### config.mk
export PLATFORM = sky130hd
export DESIGN_NAME = bcd_to_bin_5d
export DESIGN_NICKNAME = d
export VERILOG_FILES = /design/src/rtl/bcd_to_bin_5d.sv
export SDC_FILE = /design/constraint.sdc
export NUM_CORES = 1
export LEC_CHECK = 0
export BUFFER_PORTS_ARGS = -buffer_cell sky130_fd_sc_hd__buf_4
export CAP_MARGIN = 20
export CORE_ASPECT_RATIO = 1.25
export CORE_MARGIN = 8
export CORE_UTILIZATION = 45
export DETAILED_ROUTE_END_ITERATION = 10
export PLACE_DENSITY = 0.74
export SYNTH_ARGS = -nofsm -noshare
export SYNTH_HDL_FRONTEND = slang
export SYNTH_SLANG_ARGS = --single-unit
### constraint.sdc
create_clock -name clk -period 8.3 [get_ports clk]
set_input_delay 1.245 -clock clk [delete_from_list [all_inputs] [get_ports clk]]
set_output_delay 1.245 -clock clk [all_outputs]
set_load 0.01 [all_outputs]
### src/rtl/bcd_to_bin_5d.sv
// bcd_to_bin_5d: fixed-latency five-digit packed BCD to 16-bit binary converter with digit/overflow flags
module bcd_to_bin_5d #(
  parameter logic [15:0] ERR_CODE = 16'hFFFF
) (
  input  logic        clk,
  input  logic        rst_n,
  input  logic        start,
  input  logic [19:0] BCD,
  output logic [15:0] Binary,
  output logic        busy,
  output logic        done,
  output logic        err_digit,
  output logic        err_ovf
);
  typedef enum logic [1:0] {IDLE, CONV, DONE} state_t;
  state_t      state;
  logic [19:0] cap;
  logic [16:0] acc, acc_nxt;
  logic [2:0]  cnt;
  logic        bad, in_bad;
  logic [4:0]  sh;
  logic [3:0]  dig;
  // digits are consumed most significant first, so counter 0 selects bits [19:16]
  always_comb begin
    sh = 5'd16 - {cnt, 2'b00};
    dig = 4'(cap >> sh);
    acc_nxt = (acc << 3) + (acc << 1) + {13'd0, dig};
    in_bad = 1'b0;
    for (int i = 0; i < 5; i++) in_bad = in_bad | (BCD[4*i +: 4] > 4'd9);
  end
  always_ff @(posedge clk or negedge rst_n) begin
    if (!rst_n) begin
      state     <= IDLE;
      cap       <= '0;
      acc       <= '0;
      cnt       <= '0;
      bad       <= 1'b0;
      Binary    <= '0;
      busy      <= 1'b0;
      done      <= 1'b0;
      err_digit <= 1'b0;
      err_ovf   <= 1'b0;
    end else begin
      case (state)
        IDLE: if (start) begin
          cap   <= BCD;
          bad   <= in_bad;
          acc   <= '0;
          cnt   <= '0;
          busy  <= 1'b1;
          state <= CONV;
        end
        CONV: begin
          acc <= acc_nxt;
          cnt <= cnt + 3'd1;
          if (cnt == 3'd4) begin
            state     <= DONE;
            done      <= 1'b1;
            Binary    <= (bad || acc_nxt[16]) ? ERR_CODE : acc_nxt[15:0];
            err_digit <= bad;
            err_ovf   <= !bad && acc_nxt[16];
          end
        end
        DONE: begin
          done  <= 1'b0;
          busy  <= 1'b0;
          state <= IDLE;
        end
        default: state <= IDLE;
      endcase
    end
  end
endmodule

==> metrics.md, run 1 <==
| Metric | Value |
|---|---|
| Status | `complete, no violations` |
| Number of global-route vias before repair | `2,848` |
| Via count | `2,681` |
| DP HPWL | `5870 um` |
| Die area | `10,900 um2` |
| Most frequent cells in the layout | `dfrtp_1, buf_4, ha_1` |
| CP startpoint kind | `flip-flop` |
| Drt drc | `0` |
| Clock Skew | `0.00721 ns` |
| Setup crit start | `cnt[0]$_DFFE_PN0P_` |
| NumNets Final | `421` |
| Initial antenna violation count | `0` |
| P&R area growth vs syn | `16.5%` |
| CTS tree | `done` |
| Synth warn | `0` |
| GRT Util Overall | `15.6%` |
| Fin crit period | `4.44 ns` |
| Element type at the critical path end | `flip-flop` |
| Commonest non-fill, non-tap cell in the layout | `dfrtp_1` |
| Primary FF master, synth | `dfrtp_1` |
| Hold buffers post-CTS | `0` |
| Initial DRC count | `100` |
| Max cap viols | `0` |
| Synth Cell Area | `3530 um2` |
| Sinks on the clock net | `62` |
| Slew @ Worst Pin | `0.949 ns` |
| Clock buffer depth | `2` |
| Setup TNS | `0 ns` |
| Crit Path Category | `flip-flop to flip-flop` |
| Vias/cell | `5.77` |
| Die H | `115 um` |
| Clock transition at path regs | `0.07 ns` |
| Hold Vio Cnt, Final | `0` |
| Hold depth | `1` |
| F_max | `0.225 GHz` |
| CTS resizes | `0` |
| CP Data Arrival Time | `4.72 ns` |
| Final slew viol count | `0` |
| Layout cells sized above 1 | `24.6%` |
| Final period utilization | `53.4%` |
| Worst-path maximum fanout | `12` |
| Hold Path End | `cap[8]$_DFFE_PN0P_` |
| Total Routed Length | `7850 um` |
| Distinct cell type count after synthesis | `48` |
| HP Start | `cap[8]$_DFFE_PN0P_` |
| Root cell of the clock tree | `clkbuf_8` |
| Synthesized flop and latch total | `62` |
| Row count | `36` |
| Fill cell count | `712` |
| Setup Buffers After CTS | `0` |
| CTS Buf Count | `9` |
| RR Startpoint | `cnt[0]$_DFFE_PN0P_` |
| Starting Density | `45.8%` |
| Post-synth ARST share | `100%` |
| First-pass GRT wire length | `13,400 um` |
| Register area share after synthesis | `44.0%` |
| Die width | `95.2 um` |
| Num ports | `43` |
| CTS H-Tree Depth | `3` |
| WL per Instance | `16.9 um` |
| Synth Instances | `327` |
| Crit path required time | `8.58 ns` |
| Port bufs | `42` |
| Syn Area/Cell | `10.8 um2` |
| R2R Setup Slk | `3.86 ns` |
| Clk_lat worst skew | `0.35 ns` |
| Pre-antenna DRT Iters | `4` |
| Ant. Diodes | `0` |
| Final setup fails | `0` |
| Reg-to-reg endpoint | `Binary[6]$_DFFE_PN0P_` |
| Antenna viol nets, final | `0` |
| Largest net degree at the start of global routing | `63` |
| Worst reg2reg path depth | `13` |
| Post-synth EDFFs | `0` |
| Worst Hold Class | `flip-flop to flip-flop` |
| CORE AREA | `7700 um2` |
| Final GP Congestion | `0.916` |
| Syn Nets | `383` |
| Max_slew headroom | `36.7%` |
| RSZ-0062 raised after global routing | `no` |
| Gr ovfl total | `0` |
-- final cells by class --
| type | count | area [um2] | area share [%] |
|---|---|---|---|
| tap | 95 | 119 | 2.89 |
| timing repair buffer | 43 | 323 | 7.86 |
| sequential | 62 | 1550 | 37.8 |
| multi-input combinational | 234 | 1840 | 44.7 |
| clock inverter | 7 | 97.6 | 2.38 |
| clock buffer | 9 | 124 | 3.01 |
| inverter | 15 | 56.3 | 1.37 |
-- cells in the mapped netlist (4+ instances only) --
cell type	n	area, um2
a22o_1	14	123
nand2_1	18	67.6
nor2_1	19	71.3
a21o_1	8	60.1
ha_1	31	388
mux2_2	20	225
a21oi_1	17	85.1
dfrtp_1	62	1550
clkbuf_1	8	30.0
and3_1	4	25.0
nand3_1	6	30.0
xnor2_1	7	61.3
a211oi_1	5	37.5
nor3_1	4	20.0
o21ai_0	21	105
a31oi_1	4	25.0
inv_1	14	52.6
mux2i_1	5	50.1
o22a_1	10	87.6
-- flip-flops by register name, summed over array words and instances, names as in the netlist --
name / flops
Binary: 16
acc: 16
err_ovf: 1
cap: 20
state: 2
busy: 1
cnt: 3
done: 1
err_digit: 1
bad: 1
-- worst max path at each step --
stage | end | depth (start not counted)
6_report | Binary[6]$_DFFE_PN0P_ | 13
5_1_grt | Binary[6]$_DFFE_PN0P_ | 13
4_1_cts | Binary[6]$_DFFE_PN0P_ | 13
3_5_place_dp | Binary[7]$_DFFE_PN0P_ | 13
3_3_place_gp | Binary[7]$_DFFE_PN0P_ | 13
2_1_floorplan | Binary[10]$_DFFE_PN0P_ | 16
-- critical path, stage by stage (launching register included) --
cell and delay, ns:
dfrtp_1 0.59, inv_1 0.11, ha_1 0.43, mux4_2 0.32
nor2b_1 0.14, a31oi_1 0.20, fa_1 0.50, fa_1 0.48
nor2b_1 0.18, o211ai_1 0.14, a211oi_1 0.42, nor3_2 0.11
nor2_2 0.50, o22a_2 0.26
-- logic make-up after synthesis --
group | after synthesis | synth area share [%]
compound gates | 95 | 18.7
simple gates | 69 | 9.61
flops | 62 | 44.0
fa+ha+maj | 33 | 12.1
buf+inv | 31 | 4.04
mux | 27 | 9.08
xor+xnor | 10 | 2.48
-- metal layers --
layer	GRT usage [%]	wire length, um	vias to the layer above	share of wire [%]
met4	6.89	120	0	1.5
met5	0	0	-	0
met1	17.5	3180	1324	40
li1	-	-	1272	-
met3	3.66	427	14	5.4
met2	27.3	4130	71	53
-- metrics by stage --
step	cells	hold WS (ns)	utilization, %	area, um2	setup slack, ns
floorplan	327	0.457	-	3530	4.20
global placement	448	0.491	50.4	3880	4.06
CTS	464	0.509	53.2	4100	3.83
global route	465	0.529	53.3	4110	3.57
finish	465	0.508	53.3	4110	3.86
detailed placement	448	0.496	50.4	3880	3.87
Power of run 1 is not shown: default switching activity piles up to over one toggle a cycle in this logic, so the estimate is an artifact.
==> run 2: changes to the inputs <==
- PLACE_DENSITY: 0.74 -> 0.77
- clock period: 8.3 -> 3.9 ns (I/O delays scaled with it)
==> run 2 against run 1 <==
Effect of this change: sequential cell count is the same; largest cell class unchanged; critical path depth grew 1; final area grew 1.5%; sequential share of layout area shrank 0.53 points.
==> metrics.md, run 2 (same netlist as run 1, synthesis figures left out) <==
| Metric | Value |
|---|---|
| Status | `complete, no violations` |
| Final slew viol count | `0 (unchanged)` |
| CTS Buf Count | `9 (unchanged)` |
| NumNets Final | `426 (+1.2%)` |
| DP HPWL | `6090 um (+3.8%)` |
| Crit-path max cell delay | `0.50 ns (-0.09 ns)` |
| Final GP Congestion | `0.925 (+1.0%)` |
| Via count | `2,683 (+0.075%)` |
| Fin crit period | `3.69 ns (-0.745 ns)` |
| Crit Path Category | `flip-flop to flip-flop` |
| Final setup fails | `0 (unchanged)` |
| Row count | `36 (unchanged)` |
| Clock buffer depth | `2 (unchanged)` |
| Largest registers | `cap (20), Binary (16), acc (16)` |
| F_max | `0.271 GHz (+20%)` |
| Worst-path maximum fanout | `6 (-6)` |
| CP delay by family, top | `adder cells` |
| Max_slew headroom | `26.1% (-11 points)` |
| Slew @ Worst Pin | `1.10 ns (+0.156 ns)` |
| Gr ovfl total | `0 (unchanged)` |
| Worst path cell trace | `inv_1, ha_1, mux4_2, nor2b_1, a31oi_1, fa_1, inv_1, ha_1, a21o_1, nand4_1, a21oi_1, or2_2, a311oi_2, o21ai_0` |
| Sinks on the clock net | `62 (unchanged)` |
| P&R area growth vs syn | `18.2%` |
| Total Routed Length | `8010 um (+2.0%)` |
| Worst Hold Class | `primary input to asynchronous set/reset pin` |
| Initial DRC count | `130 (+30%)` |
| Antenna viol nets, final | `0 (unchanged)` |
| Layout cells sized above 1 | `27.2% (+2.6 points)` |
| Hold buffers post-CTS | `0 (unchanged)` |
| Starting Density | `45.8% (unchanged)` |
| Final Instance Count excl. Fillers | `470 (+1.1%)` |
| Placed Instances | `452 (+0.89%)` |
| First-pass GRT wire length | `13,600 um (+1.3%)` |
| Reg area | `1550 um2 (about the same)` |
| Commonest non-fill, non-tap cell in the layout | `dfrtp_1` |
| Root cell of the clock tree | `clkbuf_8` |
| Clock transition at path regs | `0.08 ns (about the same)` |
| CTS tree | `done` |
| Max FFs per register | `20 (unchanged)` |
| CP Data Arrival Time | `3.91 ns (-0.81 ns)` |
| Die width | `95.2 um (unchanged)` |
| Port bufs | `42 (unchanged)` |
| CTS H-Tree Depth | `3 (unchanged)` |
| Multi-input logic area | `1860 um2 (+1.3%)` |
| Drt drc | `0 (unchanged)` |
| Hold Vio Cnt, Final | `0 (unchanged)` |
| CORE AREA | `7700 um2 (unchanged)` |
| Crit path required time | `4.12 ns (-4.46 ns)` |
| Num ports | `43 (unchanged)` |
| Clk_lat worst skew | `0.35 ns (about the same)` |
| Critical Path Slowest Stage Cell | `fa_1` |
| Initial antenna violation count | `0 (unchanged)` |
| Vias/cell | `5.71 (-0.99%)` |
| CP startpoint kind | `flip-flop` |
| Most frequent cells in the layout | `dfrtp_1, buf_4, ha_1` |
| WL per Instance | `17.0 um (+0.95%)` |
| Largest net degree at the start of global routing | `63 (unchanged)` |
| Die H | `115 um (unchanged)` |
| Pre-antenna DRT Iters | `4 (unchanged)` |
| RSZ-0062 raised after global routing | `yes` |
| Element type at the critical path end | `flip-flop` |
| Setup TNS | `0 ns (unchanged)` |
| Final period utilization | `94.6% (+41 points)` |
| Max cap viols | `0 (unchanged)` |
| Clock Skew | `0.0152 ns (+0.00802 ns)` |
| GRT Util Overall | `15.9% (+0.23 points)` |
| Buf/Inv on CP | `2 (+1)` |
| Most flops, register | `cap` |
| Number of global-route vias before repair | `2,851 (+0.11%)` |
| Ant. Diodes | `0 (unchanged)` |
| Fill cell count | `673 (-5.5%)` |
| Die area | `10,900 um2 (unchanged)` |
run 2: cell type report:
class,count,share of cell area (%)
clock buffer,10,3.30
clock inverter,6,1.68
inverter,15,1.35
multi-input combinational,234,44.6
sequential,62,37.2
tap,95,2.85
timing repair buffer,48,8.94
run 2: layer usage:
layer	vias to the layer above	global-route usage, %	routed length (um)
met1	1311	18.1	3250
met3	11	4.31	389
met5	-	0	0
li1	1291	-	-
met4	0	6.26	155
met2	70	27.1	4210
run 2: what timing repair did:
item	4_1_cts	5_1_grt
resized for setup	1	5
endpoints found under the setup margin	12	21
setup buffers	0	2
pin swaps	0	3
run 2: worst register-to-register path: stages, from the launching register on:
cell      delay [ns]
dfrtp_2         0.42
inv_1           0.07
ha_1            0.32
mux4_2          0.29
nor2b_1         0.14
a31oi_1         0.20
fa_1            0.50
inv_1           0.08
ha_1            0.22
a21o_1          0.20
nand4_1         0.16
a21oi_1         0.11
or2_2           0.33
a311oi_2        0.38
o21ai_0         0.15
run 2: through the flow:
step / instance area (um2) / hold WS (ns) / setup slack [ns] / util [%]
CTS: 4130 / 0.338 / 0.0885 / 53.6
finish: 4170 / 0.308 / 0.210 / 54.1
detailed placement: 3920 / 0.469 / -0.0815 / 50.8
global route: 4170 / 0.375 / -0.0271 / 54.1
global placement: 3920 / 0.464 / 0.0874 / 50.8
floorplan: 3540 / 0.289 / 0.0379 / -
run 2: path summary, 6_finish.rpt:
| kind | startpoint | end | cells past startpoint | slack, ns |
|---|---|---|---|---|
| worst min register to register | err_digit$_DFFE_PN0P_ | err_digit$_DFFE_PN0P_ | 2 | 0.48 |
| max in group asynchronous | rst_n | cnt[0]$_DFFE_PN0P_ | 1 | 3.04 |
| worst max register to register | cnt[0]$_DFFE_PN0P_ | acc[13]$_DFFE_PN0P_ | 14 | 0.21 |
| worst min-delay path | rst_n | cap[16]$_DFFE_PN0P_ | 1 | 0.31 |
| min in group clk | err_digit$_DFFE_PN0P_ | err_digit$_DFFE_PN0P_ | 2 | 0.48 |
| worst max-delay path | cnt[0]$_DFFE_PN0P_ | acc[13]$_DFFE_PN0P_ | 14 | 0.21 |
Power of run 2 is left out for the same reason.
==> run 3: changes to the inputs <==
- CORE_ASPECT_RATIO: 1.25 -> 0.5
- CTS_BUF_LIST: not set -> sky130_fd_sc_hd__clkbuf_8
- PLACE_DENSITY: 0.77 -> 0.74
- clock period: 3.9 -> 4.7 ns (I/O delays scaled with it)
==> run 3 against run 2 <==
Effect of this change: clock-buffer cell count down 1; critical path depth down 1; cell count up 1.9%; critical endpoint is now acc[14]$_DFFE_PN0P_; largest cell class unchanged; highest routed layer unchanged.
==> metrics.md, run 3 (same netlist as run 1, synthesis figures left out) <==
| Metric | Value |
|---|---|
| Clk_lat worst skew | `0.35 ns (about the same)` |
| Root cell of the clock tree | `clkbuf_8` |
| Die H | `78.6 um (-32%)` |
| Most flops, register | `cap` |
| Port bufs | `42 (unchanged)` |
| Setup TNS | `0 ns (unchanged)` |
| Commonest non-fill, non-tap cell in the layout | `dfrtp_1` |
| Ant. Diodes | `0 (unchanged)` |
| CP delay by family, top | `compound AO/OA/AOI/OAI gates` |
| Worst path cell trace | `inv_1, ha_1, mux4_2, nor2b_1, a31oi_1, fa_1, fa_1, nor2b_1, o211ai_1, a21oi_1, a2111oi_0, a311oi_1, a22o_1` |
| CORE AREA | `7460 um2 (-3.2%)` |
| CTS Buf Count | `9 (unchanged)` |
| Slew @ Worst Pin | `1.09 ns (-0.0156 ns)` |
| Critical Path Slowest Stage Cell | `fa_1` |
| Worst Slack Setup Final | `0.615 ns (+0.405 ns)` |
| Row count | `22 (-39%)` |
| Sinks on the clock net | `62 (unchanged)` |
| R2R Setup Slk | `0.61 ns (+0.41 ns)` |
| Setup Buffers After CTS | `0 (unchanged)` |
| Initial antenna violation count | `0 (unchanged)` |
| Max cap viols | `0 (unchanged)` |
| Most frequent cells in the layout | `dfrtp_1, buf_4, ha_1` |
| Clock Skew | `0.0101 ns (-0.00510 ns)` |
| Crit-path max cell delay | `0.49 ns (about the same)` |
| Final period utilization | `86.9% (-7.7 points)` |
| Drt drc | `0 (unchanged)` |
| Layout cells sized above 1 | `24.5% (-2.7 points)` |
| Pre-antenna DRT Iters | `4 (unchanged)` |
| Final setup fails | `0 (unchanged)` |
| Antenna viol nets, final | `0 (unchanged)` |
| CTS tree | `done` |
| Total Routed Length | `7850 um (-2.0%)` |
| Worst-path maximum fanout | `8 (+2)` |
| Die area | `11,100 um2 (+1.4%)` |
| Fin crit period | `4.09 ns (+0.395 ns)` |
| Clock buffer depth | `2 (unchanged)` |
| P&R area growth vs syn | `15.7%` |
| Hold buffers post-CTS | `0 (unchanged)` |
| Largest registers | `cap (20), Binary (16), acc (16)` |
| GRT Util Overall | `15.0% (-0.89 points)` |
| Number of global-route vias before repair | `2,791 (-2.1%)` |
| NumNets Final | `422 (-0.94%)` |
| Hold Vio Cnt, Final | `0 (unchanged)` |
| WL per Instance | `16.4 um (-3.9%)` |
| CP startpoint kind | `flip-flop` |
| Element type at the critical path end | `flip-flop` |
| First-pass GRT wire length | `13,500 um (-0.96%)` |
| Worst Hold Class | `primary input to asynchronous set/reset pin` |
| Num ports | `43 (unchanged)` |
| Final slew viol count | `0 (unchanged)` |
| Max_slew headroom | `27.1% (+1.0 points)` |
| Starting Density | `47.3% (+1.5 points)` |
| DP HPWL | `5900 um (-3.2%)` |
| Largest net degree at the start of global routing | `63 (unchanged)` |
| Crit Path Category | `flip-flop to flip-flop` |
| Gr ovfl total | `0 (unchanged)` |
| CTS resizes | `0 (-1)` |
| Buf/Inv on CP | `1 (-1)` |
| CP Data Arrival Time | `4.37 ns (+0.46 ns)` |
| Vias/cell | `5.56 (-2.6%)` |
| Post-Place Worst Slack | `0.626 ns (+0.708 ns)` |
| Final GP Congestion | `0.828 (-10%)` |
| F_max | `0.245 GHz (-9.7%)` |
| CTS H-Tree Depth | `3 (unchanged)` |
| Clock transition at path regs | `0.08 ns (about the same)` |
| Initial DRC count | `210 (+62%)` |
| Max FFs per register | `20 (unchanged)` |
| Die width | `141 um (+48%)` |
| Status | `complete, no violations` |
| Via count | `2,662 (-0.78%)` |
| RSZ-0062 raised after global routing | `no` |
| Crit path required time | `4.98 ns (+0.86 ns)` |
| Fill cell count | `663 (-1.5%)` |
## run 3: per-stage QoR
| step | utilization (%) | instance area, um2 | std cells | hold slack, ns |
|---|---|---|---|---|
| 2_1_floorplan | - | 3530 | 327 | 0.409 |
| 3_3_place_gp | 52.4 | 3910 | 463 | 0.467 |
| 3_5_place_dp | 52.4 | 3910 | 463 | 0.478 |
| 4_1_cts | 54.7 | 4080 | 479 | 0.454 |
| 5_1_grt | 54.7 | 4080 | 479 | 0.483 |
| 6_report | 54.7 | 4080 | 479 | 0.425 |
## run 3: per-layer routing
metal	global-route usage (%)	wire length (um)	share of wire, %	vias up
li1	-	-	-	1280
met1	18.1	3510	45	1296
met2	25.3	3850	49	76
met4	4.89	108	1.4	0
met5	0	0	0	-
met3	4.53	386	4.9	10
## run 3: final timing paths
path / end / cells past startpoint / start
min reg2reg: err_digit$_DFFE_PN0P_ / 2 / err_digit$_DFFE_PN0P_
max reg2reg: acc[14]$_DFFE_PN0P_ / 13 / cnt[1]$_DFFE_PN0P_
min: cap[2]$_DFFE_PN0P_ / 1 / rst_n
max: acc[14]$_DFFE_PN0P_ / 13 / cnt[1]$_DFFE_PN0P_
max in group asynchronous: acc[9]$_DFFE_PN0P_ / 1 / rst_n
min in group clk: err_digit$_DFFE_PN0P_ / 2 / err_digit$_DFFE_PN0P_
## run 3: layout make-up
cell class,count,area (um2),area share [%]
multi-input cells,234,1830,44.9
well taps,108,135,3.31
clock buffers,9,124,3.03
repair buffers,44,330,8.09
inverters,15,56.3,1.38
clock inverters,7,50.0,1.23
flip-flops and latches,62,1550,38.0
## run 3: worst register-to-register path, cell delays in order, from the launching register on
cell and delay [ns]:
dfrtp_1 0.38, inv_1 0.06, ha_1 0.40, mux4_2 0.32, nor2b_1 0.14, a31oi_1 0.19
fa_1 0.49, fa_1 0.48, nor2b_1 0.17, o211ai_1 0.14, a21oi_1 0.44, a2111oi_0 0.22
a311oi_1 0.40, a22o_1 0.20
Power of run 3 is left out for the same reason.
